==> src/rtl/tbird_seq.sv <==
// Thunderbird tail-light sequencer: synchronizes turn/hazard requests and steps a
// light pattern FSM once per prescaler tick, driving an active-low 22-bit VGA code.
module tbird_seq #(
  parameter int TICK_DIV = 12500000
) (
  input  logic        clk,
  input  logic        reset,
  input  logic        left,
  input  logic        right,
  input  logic        hazard,
  output logic [21:0] vga_in,
  output logic        tick,
  output logic [3:0]  seq_state
);

  localparam int CW = (TICK_DIV > 2) ? $clog2(TICK_DIV) : 1;

  typedef enum logic [3:0] {
    IDLE    = 4'd0,
    L1      = 4'd1,
    L2      = 4'd2,
    L3      = 4'd3,
    L4      = 4'd4,
    L5      = 4'd5,
    R1      = 4'd6,
    R2      = 4'd7,
    R3      = 4'd8,
    R4      = 4'd9,
    R5      = 4'd10,
    HAZ_ON  = 4'd11,
    HAZ_OFF = 4'd12
  } state_t;

  logic [2:0]    meta_q;
  logic [2:0]    sync_q;
  logic [CW-1:0] cnt_q;
  logic [CW-1:0] cnt_d;
  state_t        state_q;
  state_t        state_d;
  logic [21:0]   vga_q;
  logic          left_s;
  logic          right_s;
  logic          hazard_s;
  logic          haz_req;

  assign {hazard_s, left_s, right_s} = sync_q;
  assign haz_req = hazard_s | (left_s & right_s);

  function automatic logic [21:0] lit_bits(input state_t s);
    logic [21:0] b;
    b = '0;
    case (s)
      L1:      b[12:11] = '1;
      L2:      b[15:11] = '1;
      L3:      b[18:11] = '1;
      L4:      b[20:11] = '1;
      L5:      b[21:11] = '1;
      R1:      b[10:9]  = '1;
      R2:      b[10:6]  = '1;
      R3:      b[10:3]  = '1;
      R4:      b[10:1]  = '1;
      R5:      b[10:0]  = '1;
      HAZ_ON:  b        = '1;
      default: b        = '0;
    endcase
    return b;
  endfunction

  always_ff @(posedge clk or posedge reset) begin
    if (reset) begin
      meta_q <= '0;
      sync_q <= '0;
    end else begin
      meta_q <= {hazard, left, right};
      sync_q <= meta_q;
    end
  end

  assign tick  = (cnt_q == CW'(TICK_DIV - 1));
  assign cnt_d = tick ? '0 : cnt_q + CW'(1);

  always_ff @(posedge clk or posedge reset) begin
    if (reset) begin
      cnt_q <= '0;
    end else begin
      cnt_q <= cnt_d;
    end
  end

  always_comb begin
    state_d = state_q;
    case (state_q)
      IDLE, L1, L2, L3, L4, L5, R1, R2, R3, R4, R5, HAZ_ON, HAZ_OFF: begin
        if (tick) begin
          if (haz_req) begin
            state_d = (state_q == HAZ_ON) ? HAZ_OFF : HAZ_ON;
          end else if (left_s) begin
            if (state_q == L5)
              state_d = IDLE;
            else if (state_q >= L1 && state_q <= L4)
              state_d = state_t'(state_q + 4'd1);
            else
              state_d = L1;
          end else if (right_s) begin
            if (state_q == R5)
              state_d = IDLE;
            else if (state_q >= R1 && state_q <= R4)
              state_d = state_t'(state_q + 4'd1);
            else
              state_d = R1;
          end else begin
            state_d = IDLE;
          end
        end
      end
      // Codes 13-15 recover to IDLE without waiting for a tick.
      default: state_d = IDLE;
    endcase
  end

  always_ff @(posedge clk or posedge reset) begin
    if (reset) begin
      state_q <= IDLE;
      vga_q   <= '1;
    end else begin
      state_q <= state_d;
      vga_q   <= ~lit_bits(state_d);
    end
  end

  assign vga_in    = vga_q;
  assign seq_state = state_q;

endmodule

==> config.mk <==
export PLATFORM = sky130hd
export DESIGN_NAME = tbird_seq
export DESIGN_NICKNAME = d
export VERILOG_FILES = /design/src/rtl/tbird_seq.sv
export SDC_FILE = /design/constraint.sdc
export NUM_CORES = 1
export LEC_CHECK = 0
export ABC_AREA = 1
export CAP_MARGIN = 20
export CELL_PAD_IN_SITES_DETAIL_PLACEMENT = 0
export CELL_PAD_IN_SITES_GLOBAL_PLACEMENT = 1
export CORE_MARGIN = 2
export CORE_UTILIZATION = 41
export DETAILED_ROUTE_END_ITERATION = 8
export GPL_TIMING_DRIVEN = 0
export PLACE_DENSITY = 0.81
export SYNTH_ARGS = -nofsm -noshare
export SYNTH_HDL_FRONTEND = slang
export SYNTH_SLANG_ARGS = --single-unit
==> constraint.sdc <==
create_clock -name clk -period 2.1 [get_ports clk]
set_input_delay 0.21 -clock clk [delete_from_list [all_inputs] [get_ports clk]]
set_output_delay 0.21 -clock clk [all_outputs]
set_load 0.005 [all_outputs]
-- Word level (Yosys, flattened, before mapping)
Cells that the tools add are included.
- bits of input ports: 5
- output and inout port bits: 27
- logic and storage cells: 73
- flip-flop bits (word level): 56
- $lt $le $gt $ge: 4
- bitwise gates (word level): 3
- mux-type cells: 21
- equal/unequal tests: 24
- reductions and logical operators: 14
- add/subtract/negate cells: 2
- operators with widths (operator ; count):
    $eq 4x4->1 const B ; 9
    $mux 4 ; 9
    $eq 4x3->1 const B ; 8
    $add 24x1->24 const B ; 1
    $eq 24x24->1 const B ; 1
    $mux 24 ; 1
    $not 22->22 ; 1
    $eq 4x2->1 const B ; 4
    $mux 3 ; 5
    $reduce_or 13->1 ; 1
    $reduce_or 6->1 ; 2
    $reduce_or 5->1 ; 2
    $eq 4x1->1 const B ; 2
    $mux 2 ; 4
    $reduce_or 4->1 ; 2
    $reduce_or 3->1 ; 2
    $add 4x1->4 const B ; 1
    $ge 4x1->1 const B ; 1
    $ge 4x3->1 const B ; 1
    $le 4x3->1 const B ; 1
    $le 4x4->1 const B ; 1
    $logic_not 4->1 ; 1
    $reduce_or 2->1 ; 2
    $logic_and 1x1->1 ; 2
    3 further kinds ; 4

-- Logic depth before layout (Yosys ltp)
- depth in word-level cells: 13
- depth in mapped cells: 16
- mapped depth without buffers: 16

-- Worst setup path before layout
No wires, ideal clock.
- path kind: register to register
- start point: register state_q[0] (netlist: seq_state[0])
- end point: register vga_q[18] (netlist: vga_in[18])
- data arrival time: 1.730 ns
- path slack: 0.290 ns
- cell stages (with the launch flop): 13
- clock period less this slack: 1.810 ns
- library setup time: 0.080 ns
- data required time: 2.020 ns
- path buffers: 0
- path through: dfrtp_1 inv_1 ha_1 a21oi_1 nand2_1 nor2_1 a21oi_2 nand2_2 inv_4 nor2_8 nand2_2 nand2_2 nor2_1
- word-level cells in the longest chain between the ends: 13
- elaborated cells on any way between the ends: 38
- classes of those cells: add/sub: 1; order compare: 4; eq/ne: 16; mux: 11; bitwise: 1; reduce/logical: 5
- RTL lines (what ; RTL line ; text):
    from (decl) ; 38 ; state_t state_q;
    from (signal assigned) ; 126 ; state_q <= state_d;
    $ge 4x3->1 / $le 4x4->1 (equally long branches) ; 107 ; else if (state_q >= R1 && state_q <= R4)
    $logic_and 1x1->1 ; 107 ;
    $mux 4 ; 107 ;
    $mux 4 ; 105 ; if (state_q == R5)
    $mux 4 ; 104 ; end else if (right_s) begin
    $mux 4 ; 97 ; end else if (left_s) begin
    $mux 4 ; 95 ; if (haz_req) begin
    $mux 4 ; 94 ; if (tick) begin
    $mux 4 (*) ; 92 ; case (state_q)
    net state_d[2] ; 39 ; state_t state_d;
    $eq 4x4->1 (tied with other cells) ; 52 ; case (s)
    $reduce_or 4->1 (no line) (*) ; -- ;
    $mux 3 (*) ; 52 ;
    $not 22->22 (*) ; 127 ; vga_q <= ~lit_bits(state_d);
    to (signal assigned) ; 127 ;
    to (decl) ; 40 ; logic [21:0] vga_q;
Mark *: on every way through the listed nets, which the timed path passes. The rest lies on a longest branch.

-- Worst setup path after layout
- start point: register state_q[0] (netlist: seq_state[0])
- end point: register vga_q[18] (netlist: vga_in[18])
- word-level cells in the longest chain between the ends: 13
- elaborated cells on any way between the ends: 38
- classes of those cells: add/sub: 1; order compare: 4; eq/ne: 16; mux: 11; bitwise: 1; reduce/logical: 5
- RTL lines (what ; RTL line):
    $ge 4x3->1 / $le 4x4->1 (equally long branches) ; 107
    $logic_and 1x1->1 ; 107
    $mux 4 ; 107
    $mux 4 ; 105
    $mux 4 ; 104
    $mux 4 ; 97
    $mux 4 ; 95
    $mux 4 ; 94
    $mux 4 (*) ; 92
    $eq 4x4->1 (tied with other cells) ; 52
    $reduce_or 4->1 (no line) (*) ; --
    $mux 3 (*) ; 52
    $not 22->22 (*) ; 127
Mark *: on every way between the ends. The rest lies on a longest branch, timed or not.

==> results.txt <==
For this run, the total global-route usage over all layers was measured as 17.4%. The largest stage delay on the critical path works out to 0.47 ns. In the layout the commonest cells are nand2_1 (50), inv_1 (32), nor2_1 (32).

The synthesized design devotes to its leading area cell type 33.5% of total area. Summed over all instances, the cell type with the most area after synthesis is dfrtp_1. The logs give -0.0244 ns for the placement-stage worst setup slack and 517 MHz for the maximum clock frequency. From synthesis to final layout, the design area changed by 28.5%. For the number of nets with antenna violations after routing, the log shows 0. Counting flops and latches in the post-synthesis netlist gives 44. The number of nets in the final layout is 377, and the power per cell area is 441 nW/um2.

Startpoint-to-endpoint class of the critical path: flop to flop. Cells fill 54.7% of the core in the end. The worst register-to-register path begins at seq_state[0].

The tools report the total half-perimeter wirelength after legalization and detailed placement as 4030 um. The run gives 44 as the number of clock sinks. The initial antenna violation count is 0. The cell occurring most often along the worst timing path is nand2_1. Port buffering added 31 buffers.

The worst setup path is launched from a flop. The clock passes through at most 2 buffers. Buffers inserted during clock tree synthesis total 5. For the number of core rows, the log shows 28.

For this design the total switching power over the nets is 0.333 mW. The total grt overflow was 0. The internal power consumption is 1.10 mW.

The first routing iteration left 86 violations. The smallest hold slack was 0.257 ns. The element type at the critical path end was a flop. For the hold violation count in the final report, the log shows 0.

The tools report the tightest slew margin relative to the limit as 76.6%. Sorting the synthesized cells by area gives the leading types as dfrtp_1 (34%), dfstp_2 (10%), nand2_1 (7.8%). The critical path goes through inv_2, ha_2, inv_1, nand2_1, nand2_1, nor2_1, nand2_1, nand2_1, nand2_1, nand3_1, nand2_4, nor2_8, nand2_2, nand2_2, nor2_1. The number of H-tree levels was 2. Leaving out fill and tap cells, the most frequent cell in the layout is nand2_1. Once layout is done, the placed cells without fillers occupy 3260 um2. TritonCTS built the clock tree. The logs give 1.44 mW for the overall power consumption and 42.6% for the initial cell density of the core. The time the worst path needs with I/O delays and setup is 1.93 ns, and the remaining design rule violation count is 0. Entering global routing, the biggest net connects 45 pins. The tightest min-delay check is of the input port to async pin type.

Placed cell area: 2960 um2. The number of global-route vias before repair is 1,856, and the max-cap violation count is 0. The part of the power in the clock network came out at 37.6%.

The first global-routing pass estimated 8960 um of wire. Setup total negative slack on the finished layout was measured at 0 ns. In the final routed layout, each cell accounts on average for 12.5 um. Per report_power, the combinational group accounts for 2.7% of the total. The part of the total power dissipated in sequential elements is 59.6%, and the maximum fanout encountered on the critical timing path is 6. The worst reg-to-reg setup slack is 0.17 ns. The final layout contains routed wiring with a total length of 5530 um. The tools report the synthesized net count as 321. The largest individual stage delay along the critical path comes from the cell dfrtp_2.

For the final database, setup skew stands at 0.00461 ns. For the worst setup path, the data arrival time is 2.16 ns. After synthesis the cells add up to 2540 um2.

The portion of the clock cycle consumed by the worst path in the final layout was 92.1%; the maximum vdd ir drop was 0.395 mV. The finished layout holds 443 standard cells, fillers aside. The tools report the gate count of the mapped netlist as 311. After floorplanning, the core was sized to cover 5960 um2.

In this run the critical register-to-register path is captured at vga_in[18]. The proportion of synthesized chip area in sequential cells is 43.9%. The die area was 6830 um2; the cell count after placement was 418. In the routed layout, each cell is associated on average with a via count of 4.77. Buffers inserted to repair hold after CTS numbered 0. The number of distinct standard cells referenced by the synthesized netlist was 32; the final setup violation count was 0. For the number of top-level pins, the log shows 32.

The detailed-route via count is 2,114. The die outline width was 82.7 um; the number of iterations in the first detailed-routing pass was 4. For this design the static power due to leakage is 1.62 nW. The flow ran to the end, and the final reports show no timing, DRC or antenna violations. Clock-pin slew was measured on the worst setup and hold paths at 0.09 ns. After filler insertion, the fill cell instance count of the layout stands at 572. The count of flip-flops with a built-in enable after synthesis works out to 0.

The slew of the pin with the lowest slew margin was 0.348 ns. The run gives 0 as the final count of pins violating max slew. Cells with a size suffix above 1 make up 29.3% of the layout.

The yosys synthesis warning count is 0. The final estimated routing congestion in global placement is 0.875, and the average instance area after synthesis is 8.15 um2. The most used flip-flop cell after synthesis is dfrtp_1. The buffer type at the clock tree root is clkbuf_8. Switching share of power: 23.2%. The proportion of synthesized flip-flops having asynchronous set or reset works out to 100%. At the worst endpoint, the required time is 2.33 ns. The worst register-to-register path has a depth of 15. The die is 82.7 um tall.

The logs give 0.29 ns for the clock insertion delay at the later pin of the skew report and 0.166 ns for the setup slack after layout. The number of antenna repair diodes is 0.
-- critical path: cells and delay by family (launching register included) --
family | cells | cell delay, ns
AND/OR/NAND/NOR | 12 | 1.05
adder cells (fa/ha/maj) | 1 | 0.20
flip-flops | 1 | 0.47
buffers and inverters | 2 | 0.16
-- repair_timing --
item	CTS	global route
pin swaps	4	4
endpoints found under the setup margin	5	9
gates resized for setup	15	17
gates cloned	0	0
buffers inserted	5	12
-- power groups by stage --
stage	Combinational [mW]	Sequential (mW)	Clock (mW)
final	0.0392	0.857	0.541
after global routing	0.0458	0.857	0.590
after CTS	0.0402	0.856	0.557
after detailed placement	0.0402	0.872	0
after global placement	0.0346	0.872	0
after floorplan	0.0206	0.871	0
-- cells in the mapped netlist (6+ instances only) --
| cell type | number |
|---|---|
| nor2_1 | 38 |
| buf_4 | 12 |
| a21oi_1 | 12 |
| nand3_1 | 23 |
| xor2_1 | 13 |
| nand2_1 | 53 |
| dfstp_2 | 10 |
| nor3_1 | 16 |
| inv_1 | 38 |
| dfrtp_1 | 34 |
| nand4_1 | 8 |
| nand2_2 | 6 |
| inv_2 | 9 |
-- per-layer routing --
metal  global-route usage [%]  share of wire (%)  up-vias
li1                         -                  -     1087
met1                     26.5                 51      994
met2                     25.0                 45       28
met3                     3.59                2.7        5
met4                     4.59               0.81        0
met5                        0                  0        -
-- final cells by class --
cell class / count / area [um2] / area share [%]
clock buffers: 5 / 68.8 / 2.11
clock inverters: 3 / 23.8 / 0.730
plain buffers: 14 / 110 / 3.38
repair buffers: 49 / 460 / 14.1
inverters: 49 / 186 / 5.72
multi-input cells: 204 / 1190 / 36.6
flip-flops and latches: 44 / 1120 / 34.4
well taps: 75 / 93.8 / 2.88
-- worst max path at each step --
stage	depth (start not counted)	to	slack, ns	startpoint
6_report	15	vga_in[18]	0.17	seq_state[0]
5_1_grt	15	vga_in[18]	-0.01	seq_state[1]
4_1_cts	7	tick	-0.01	cnt_q[6]
3_5_place_dp	7	tick	-0.02	cnt_q[0]
3_3_place_gp	7	tick	-0.02	cnt_q[0]
2_1_floorplan	12	vga_in[18]	0.29	seq_state[0]
-- registers in the layout, indices dropped and copies added, names as in the netlist --
register / count
cnt_q: 24
seq_state: 4
sync_q: 3
meta_q: 3
vga_in: 10
-- logic make-up after synthesis --
group	count (synthesis)	share of synthesized area [%]
flip-flops	44	43.9
XOR/XNOR	14	4.83
buffers and inverters	63	11.5
AND/OR/NAND/NOR	160	31.3
adder cells (fa/ha/maj)	5	2.47
AO/OA/AOI/OAI	25	5.92
(Power assumes the default switching activity.)
